## config.mk

```make
export PLATFORM = sky130hd
export DESIGN_NAME = arb_rr4
export DESIGN_NICKNAME = d
export VERILOG_FILES = /design/src/rtl/arb_rr4.sv
export SDC_FILE = /design/constraint.sdc
export NUM_CORES = 1
export LEC_CHECK = 0
export CAP_MARGIN = 20
export CORE_MARGIN = 2
export CORE_UTILIZATION = 26
export DETAILED_ROUTE_END_ITERATION = 10
export PLACE_DENSITY_LB_ADDON = 0.05
export SETUP_SLACK_MARGIN = 0.1
export SYNTH_ARGS = -nofsm -noshare
export SYNTH_HDL_FRONTEND = slang
export SYNTH_SLANG_ARGS = --single-unit
```

## constraint.sdc

```tcl
create_clock -name clk -period 2.47 [get_ports clk]
set_clock_uncertainty 0.15 [all_clocks]
set_input_delay 0.494 -clock clk [delete_from_list [all_inputs] [get_ports clk]]
set_output_delay 0.494 -clock clk [all_outputs]
set_load 0.02 [all_outputs]
```

## src/rtl/arb_rr4.sv

```systemverilog
// rtl/arb_rr4.sv - four-requester round-robin arbiter with registered one-hot grant
//
// Purpose
//    Grants one of four requesters access to a shared resource. The search
//    order starts at a rotating pointer, so the most recent winner is always
//    searched last on the next arbitration. A holder keeps the grant for as
//    long as it requests it. When it releases, the next winner is granted on
//    the same edge, so there is no idle cycle between holders.
//
// Optional feature
//    ARB_TIMEOUT_EN : when defined, an 8-bit hold counter limits each holder
//                     to HOLD_MAX consecutive grant cycles. At the limit the
//                     holder is treated as if it had dropped its request. If
//                     nobody else is waiting, it is re-granted at once with a
//                     fresh count. When undefined, no counter is built and
//                     HOLD_MAX has no effect.
//
// Parameters
//    HOLD_MAX  : maximum consecutive grant cycles per holder (2..255)
//
// Ports
//    clk       in   1  single clock, rising edge
//    rst_n     in   1  asynchronous active-low reset
//    en        in   1  arbiter enable; low releases any grant
//    req       in   4  request lines, one per requester
//    gnt       out  4  one-hot grant, all zero when gnt_vld is low
//    gnt_idx   out  2  binary index of the current or last holder
//    gnt_vld   out  1  high while a grant is held

module arb_rr4 #(
   parameter int HOLD_MAX = 8
) (
   input  logic       clk,
   input  logic       rst_n,
   input  logic       en,
   input  logic [3:0] req,
   output logic [3:0] gnt,
   output logic [1:0] gnt_idx,
   output logic       gnt_vld
);

   if (HOLD_MAX < 2 || HOLD_MAX > 255) begin : g_hold_max_range
      $error("arb_rr4: HOLD_MAX must lie in 2..255");
   end

   typedef enum logic {
      ST_IDLE  = 1'b0,
      ST_GRANT = 1'b1
   } state_t;

   state_t     state_q, state_d;
   logic [1:0] ptr_q,   ptr_d;
   logic [1:0] idx_q,   idx_d;
   logic       vld_q,   vld_d;
   logic [3:0] gnt_q,   gnt_d;

   // {found, index} of the first set bit of r, scanning p, p+1, p+2, p+3 mod 4
   function automatic logic [2:0] rr_pick(input logic [3:0] r, input logic [1:0] p);
      logic [2:0] res;
      logic [1:0] cand;
      res = 3'b000;
      for (int k = 0; k < 4; k++) begin
         cand = p + 2'(k);
         if (!res[2] && r[cand]) begin
            res = {1'b1, cand};
         end
      end
      return res;
   endfunction

   function automatic logic [3:0] dec2to4(input logic [1:0] i);
      logic [3:0] d;
      d = 4'b0000;
      d[i] = 1'b1;
      return d;
   endfunction

   logic [2:0] pick_all;
   logic [2:0] pick_oth;

   // pick_all arbitrates from idle. pick_oth arbitrates a hand-over: it
   // excludes the current holder. The pointer already sits at holder+1,
   // so the holder would be searched last in any case.
   assign pick_all = rr_pick(req, ptr_q);
   assign pick_oth = rr_pick(req & ~dec2to4(idx_q), ptr_q);

`ifdef ARB_TIMEOUT_EN
   localparam logic [7:0] HOLD_LIM = 8'(HOLD_MAX);

   logic [7:0] cnt_q, cnt_d;
   logic       timeout;

   // The counter holds the number of grant cycles already served by the
   // current holder, including the cycle in progress.
   assign timeout = (cnt_q == HOLD_LIM);
`endif

   always_ff @(posedge clk or negedge rst_n) begin
      if (!rst_n) begin
         state_q <= ST_IDLE;
         ptr_q   <= 2'd0;
         idx_q   <= 2'd0;
         vld_q   <= 1'b0;
         gnt_q   <= 4'b0000;
`ifdef ARB_TIMEOUT_EN
         cnt_q   <= 8'd0;
`endif
      end else begin
         state_q <= state_d;
         ptr_q   <= ptr_d;
         idx_q   <= idx_d;
         vld_q   <= vld_d;
         gnt_q   <= gnt_d;
`ifdef ARB_TIMEOUT_EN
         cnt_q   <= cnt_d;
`endif
      end
   end

   always_comb begin
      state_d = state_q;
      ptr_d   = ptr_q;
      idx_d   = idx_q;
      vld_d   = vld_q;
`ifdef ARB_TIMEOUT_EN
      cnt_d   = cnt_q;
`endif

      if (!en) begin
         // Disable releases the grant. The pointer and the last index are
         // kept, so arbitration resumes in the same order.
         state_d = ST_IDLE;
         vld_d   = 1'b0;
`ifdef ARB_TIMEOUT_EN
         cnt_d   = 8'd0;
`endif
      end else begin
         case (state_q)
            ST_IDLE: begin
               if (pick_all[2]) begin
                  state_d = ST_GRANT;
                  idx_d   = pick_all[1:0];
                  ptr_d   = pick_all[1:0] + 2'd1;
                  vld_d   = 1'b1;
`ifdef ARB_TIMEOUT_EN
                  cnt_d   = 8'd1;
`endif
               end
            end

            ST_GRANT: begin
`ifdef ARB_TIMEOUT_EN
               if (req[idx_q] && !timeout) begin
                  cnt_d = cnt_q + 8'd1;
               end else if (pick_oth[2]) begin
                  idx_d = pick_oth[1:0];
                  ptr_d = pick_oth[1:0] + 2'd1;
                  cnt_d = 8'd1;
               end else if (req[idx_q]) begin
                  // The holder timed out, but no one else is waiting, so it is
                  // re-granted with a fresh count and gnt_vld does not drop.
                  ptr_d = idx_q + 2'd1;
                  cnt_d = 8'd1;
               end else begin
                  state_d = ST_IDLE;
                  vld_d   = 1'b0;
                  cnt_d   = 8'd0;
               end
`else
               if (req[idx_q]) begin
                  state_d = ST_GRANT;
               end else if (pick_oth[2]) begin
                  idx_d = pick_oth[1:0];
                  ptr_d = pick_oth[1:0] + 2'd1;
               end else begin
                  state_d = ST_IDLE;
                  vld_d   = 1'b0;
               end
`endif
            end

            default: begin
               state_d = ST_IDLE;
               vld_d   = 1'b0;
            end
         endcase
      end

      gnt_d = vld_d ? dec2to4(idx_d) : 4'b0000;
   end

   assign gnt     = gnt_q;
   assign gnt_idx = idx_q;
   assign gnt_vld = vld_q;

endmodule

```

==> out/metrics.yaml <==
outcome: "finished, final reports clean"
swShare: 0.428
grt_setup_unrepaired: "false"
hold_path_class: "in -> async"
critPathLaunch: "gnt_idx[1]$_DFF_PN0_"
gp_routability_congestion: 0.787
crit_type: "reg -> reg"
fmax_ghz: 0.456
clk_path_buf_depth: 2
cts_tree: "yes"
cts_inserted_buffers: 3
ios: 14
worst_slew_pin_slew_ns: 0.442
grt-ovfl-total: 0
nFillCells: 325
crit_required_ns: 2.46
drive_gt1_frac: 0.360
r2r-end: "gnt[3]$_DFF_PN0_"
slowest_stage: "dfrtp_1"
synth_top_area_frac: 0.293
synthAdderAreaFrac: 0.0132
fin_area_mm2: 0.00118
synth-simple-area-share: 0.220
combPwrFrac: 0.621
synth_seq_cells: 10
die_w_um: 61.3
layout_min_cycle_time_ns: 2.20
drt-total-wl_um: 2230
firstDrtPassIters: 4
reg2reg_setup_slack_ns: 0.27
ys_seq_area_frac: 0.293
path_buf_inv: 1
reg2reg_from: "gnt_idx[1]$_DFF_PN0_"
worst-path-stages: 7
ys.flop_type: "dfrtp_1"
syn-num-nets: 100
power_frac_seq: 0.284
switching_power_mw: 0.467
core_region_area_mm2: 0.00308
initial_utilization: 0.278
viasPerCell: 4.83
endpoint: "gnt[3]$_DFF_PN0_"
powerDensity_mw_per_mm2: 920
final_cell_count_no_fill: 169
areaGrowthSynthToFinish_pct: 38.7
h-tree-depth: 1
drv_cap: 0
dp_hpwl_um: 1770
dp.cells: 165
antenna_found_initial: 0
power.share.clock: 0.095
clk_pin_slew_ns: 0.06
muxShareOfSynthArea: 0.0630
ys_types: 51
synth_edf_count: 0
p_leak_nw: 0.546
hold_ws_ns: 0.401
netlist_instances: 93
synth_top_area_cell: "dfrtp_1"
grt_max_degree: 13
peakVddDrop_mv: 0.469
clk_latency_ns: 0.25
antenna_cells: 0
grt_pass1_vias: 833
synth_compound_area_frac: 0.288
path_max_fanout: 12
vias: 817
finalSetupViolCount: 0
synth_top_family_by_area: "compound AO/OA/AOI/OAI gates"
syn_area_um2: 855
yosysWarnings: 0
initialDrtViolationCount: 24
fin_crit_sh: 0.889
critPathTopFamily: "simple AND/OR/NAND/NOR gates"
grt_util_all_layers: 0.139
synthTopCellsByArea: "dfrtp_1, inv_1, a21oi_1"
worstSetupEndpointType: "flip-flop"
rows: 20
slew_headroom: 0.704
wire_per_inst_um: 13.2
utilization: 0.385
io_buffers: 13
dieArea_mm2: 0.00376
slew_violations: 0
worstSetupStartpointType: "flip-flop"
p_int_mw: 0.623
drtAntennaViolNets: 0
crit_path_max_incr_delay_ns: 0.52
syn_avg_cell_area_um2: 9.19
dieHeight_um: 61.3
critPathArrivalTime_ns: 2.19
root_buffer: "clkbuf_4"
hold_violations: 0
async_reset_ff_frac: 1.00
path_cells: "buf_4, or3_4, a211oi_2, o31ai_1, a22o_1, nand2_2, and3b_1"
grt_pass1_wl_um: 3900
drc: 0
reg2reg_depth: 7
synth-xor-area-share: 0.0102
clock_sinks: 10
final_nets: 134
post_dp_cell_area_mm2: 0.00115
==> cells in the final DEF, fill, tap and decap left out, types with 3 or more instances in the layout <==
| cell | count |
|---|---|
| a21oi_1 | 5 |
| buf_4 | 23 |
| clkbuf_4 | 3 |
| clkdlybuf4s50_1 | 9 |
| dfrtp_1 | 10 |
| inv_1 | 9 |
| nand2_1 | 5 |
| nor2_1 | 5 |
| nor3_1 | 3 |
| o21ai_0 | 4 |
==> Yosys cell counts (all sizes together) (2+ instances only) <==
master  count
buf         5
o22ai       2
inv        10
nand2b      2
nor3        3
a21oi       6
a211o       2
clkbuf      2
a221oi      2
nor4        2
o31ai       2
o21ai       6
a31oi       2
a22oi       2
nor2b       2
nor2        5
nor3b       2
nand2       6
and3        2
mux2i       2
dfrtp      10
==> sequential cells by signal (all words and copies together), names as in the netlist <==
name,flops
gnt,4
ptr_q,2
state_q,1
gnt_vld,1
gnt_idx,2
==> cell type report <==
type | count | area [µm²] | area share
Clock buffer | 3 | 22.5 | 0.0190
Inverter | 10 | 37.5 | 0.0317
Multi-Input combinational cell | 66 | 514 | 0.434
Sequential cell | 10 | 250 | 0.211
Tap cell | 44 | 55.1 | 0.0465
Timing Repair Buffer | 36 | 305 | 0.258
==> worst register-to-register path: cells and delay by family (launching register included) <==
family / cells / cell delay, ns
buffers and inverters: 1 / 0.21
and+or+nand+nor: 3 / 0.64
DFF: 1 / 0.52
AOI/OAI and AO/OA: 3 / 0.56
==> cells by family after synthesis <==
| logic type | count (synthesis) |
|---|---|
| multiplexers | 4 |
| adder cells (fa/ha/maj) | 1 |
| flip-flops | 10 |
| buffers and inverters | 17 |
| AO/OA/AOI/OAI | 31 |
| AND/OR/NAND/NOR | 29 |
| XOR/XNOR | 1 |
==> power groups by stage <==
stage	logic (mW)	clock network (mW)	registers, mW
5_1_grt	0.739	0.121	0.323
6_report	0.676	0.104	0.309
2_1_floorplan	0.448	0	0.291
3_3_place_gp	0.669	0	0.317
4_1_cts	0.673	0.110	0.311
3_5_place_dp	0.662	0	0.312
==> per-stage QoR <==
step,setup slack (ns),total power [mW],TNS (ns)
floorplan,0.399,0.738,0
global placement,-0.282,0.985,-1.60
detailed placement,-0.256,0.975,-1.41
CTS,0.103,1.09,0
global route,0.111,1.18,0
finish,0.275,1.09,0
==> how the worst min path moves through the flow <==
stage / cells past startpoint / startpoint / to
5_1_grt: 1 / rst_n / ptr_q[1]$_DFFE_PN0P_
3_5_place_dp: 1 / ptr_q[0]$_DFFE_PN0P_ / ptr_q[0]$_DFFE_PN0P_
3_3_place_gp: 1 / ptr_q[0]$_DFFE_PN0P_ / ptr_q[0]$_DFFE_PN0P_
2_1_floorplan: 0 / rst_n / gnt[0]$_DFF_PN0_
6_report: 1 / rst_n / gnt[0]$_DFF_PN0_
4_1_cts: 1 / rst_n / gnt[0]$_DFF_PN0_
==> layer usage <==
metal,vias up,wire (µm),GRT usage
met5,-,0,0
met4,0,17,0.0547
met3,2,44,0.0105
met1,399,1070,0.187
li1,408,-,-
met2,8,1100,0.231
==> what timing repair did <==
action,4_1_cts,5_1_grt
resized for setup,3,2
setup endpoints to repair,4,5
buffers inserted,0,1
hold endpoints to repair,0,0
hold buffers,0,0
pin swaps,0,1
cloned,0,0
No activity file was read; power rests on OpenSTA's default activity.
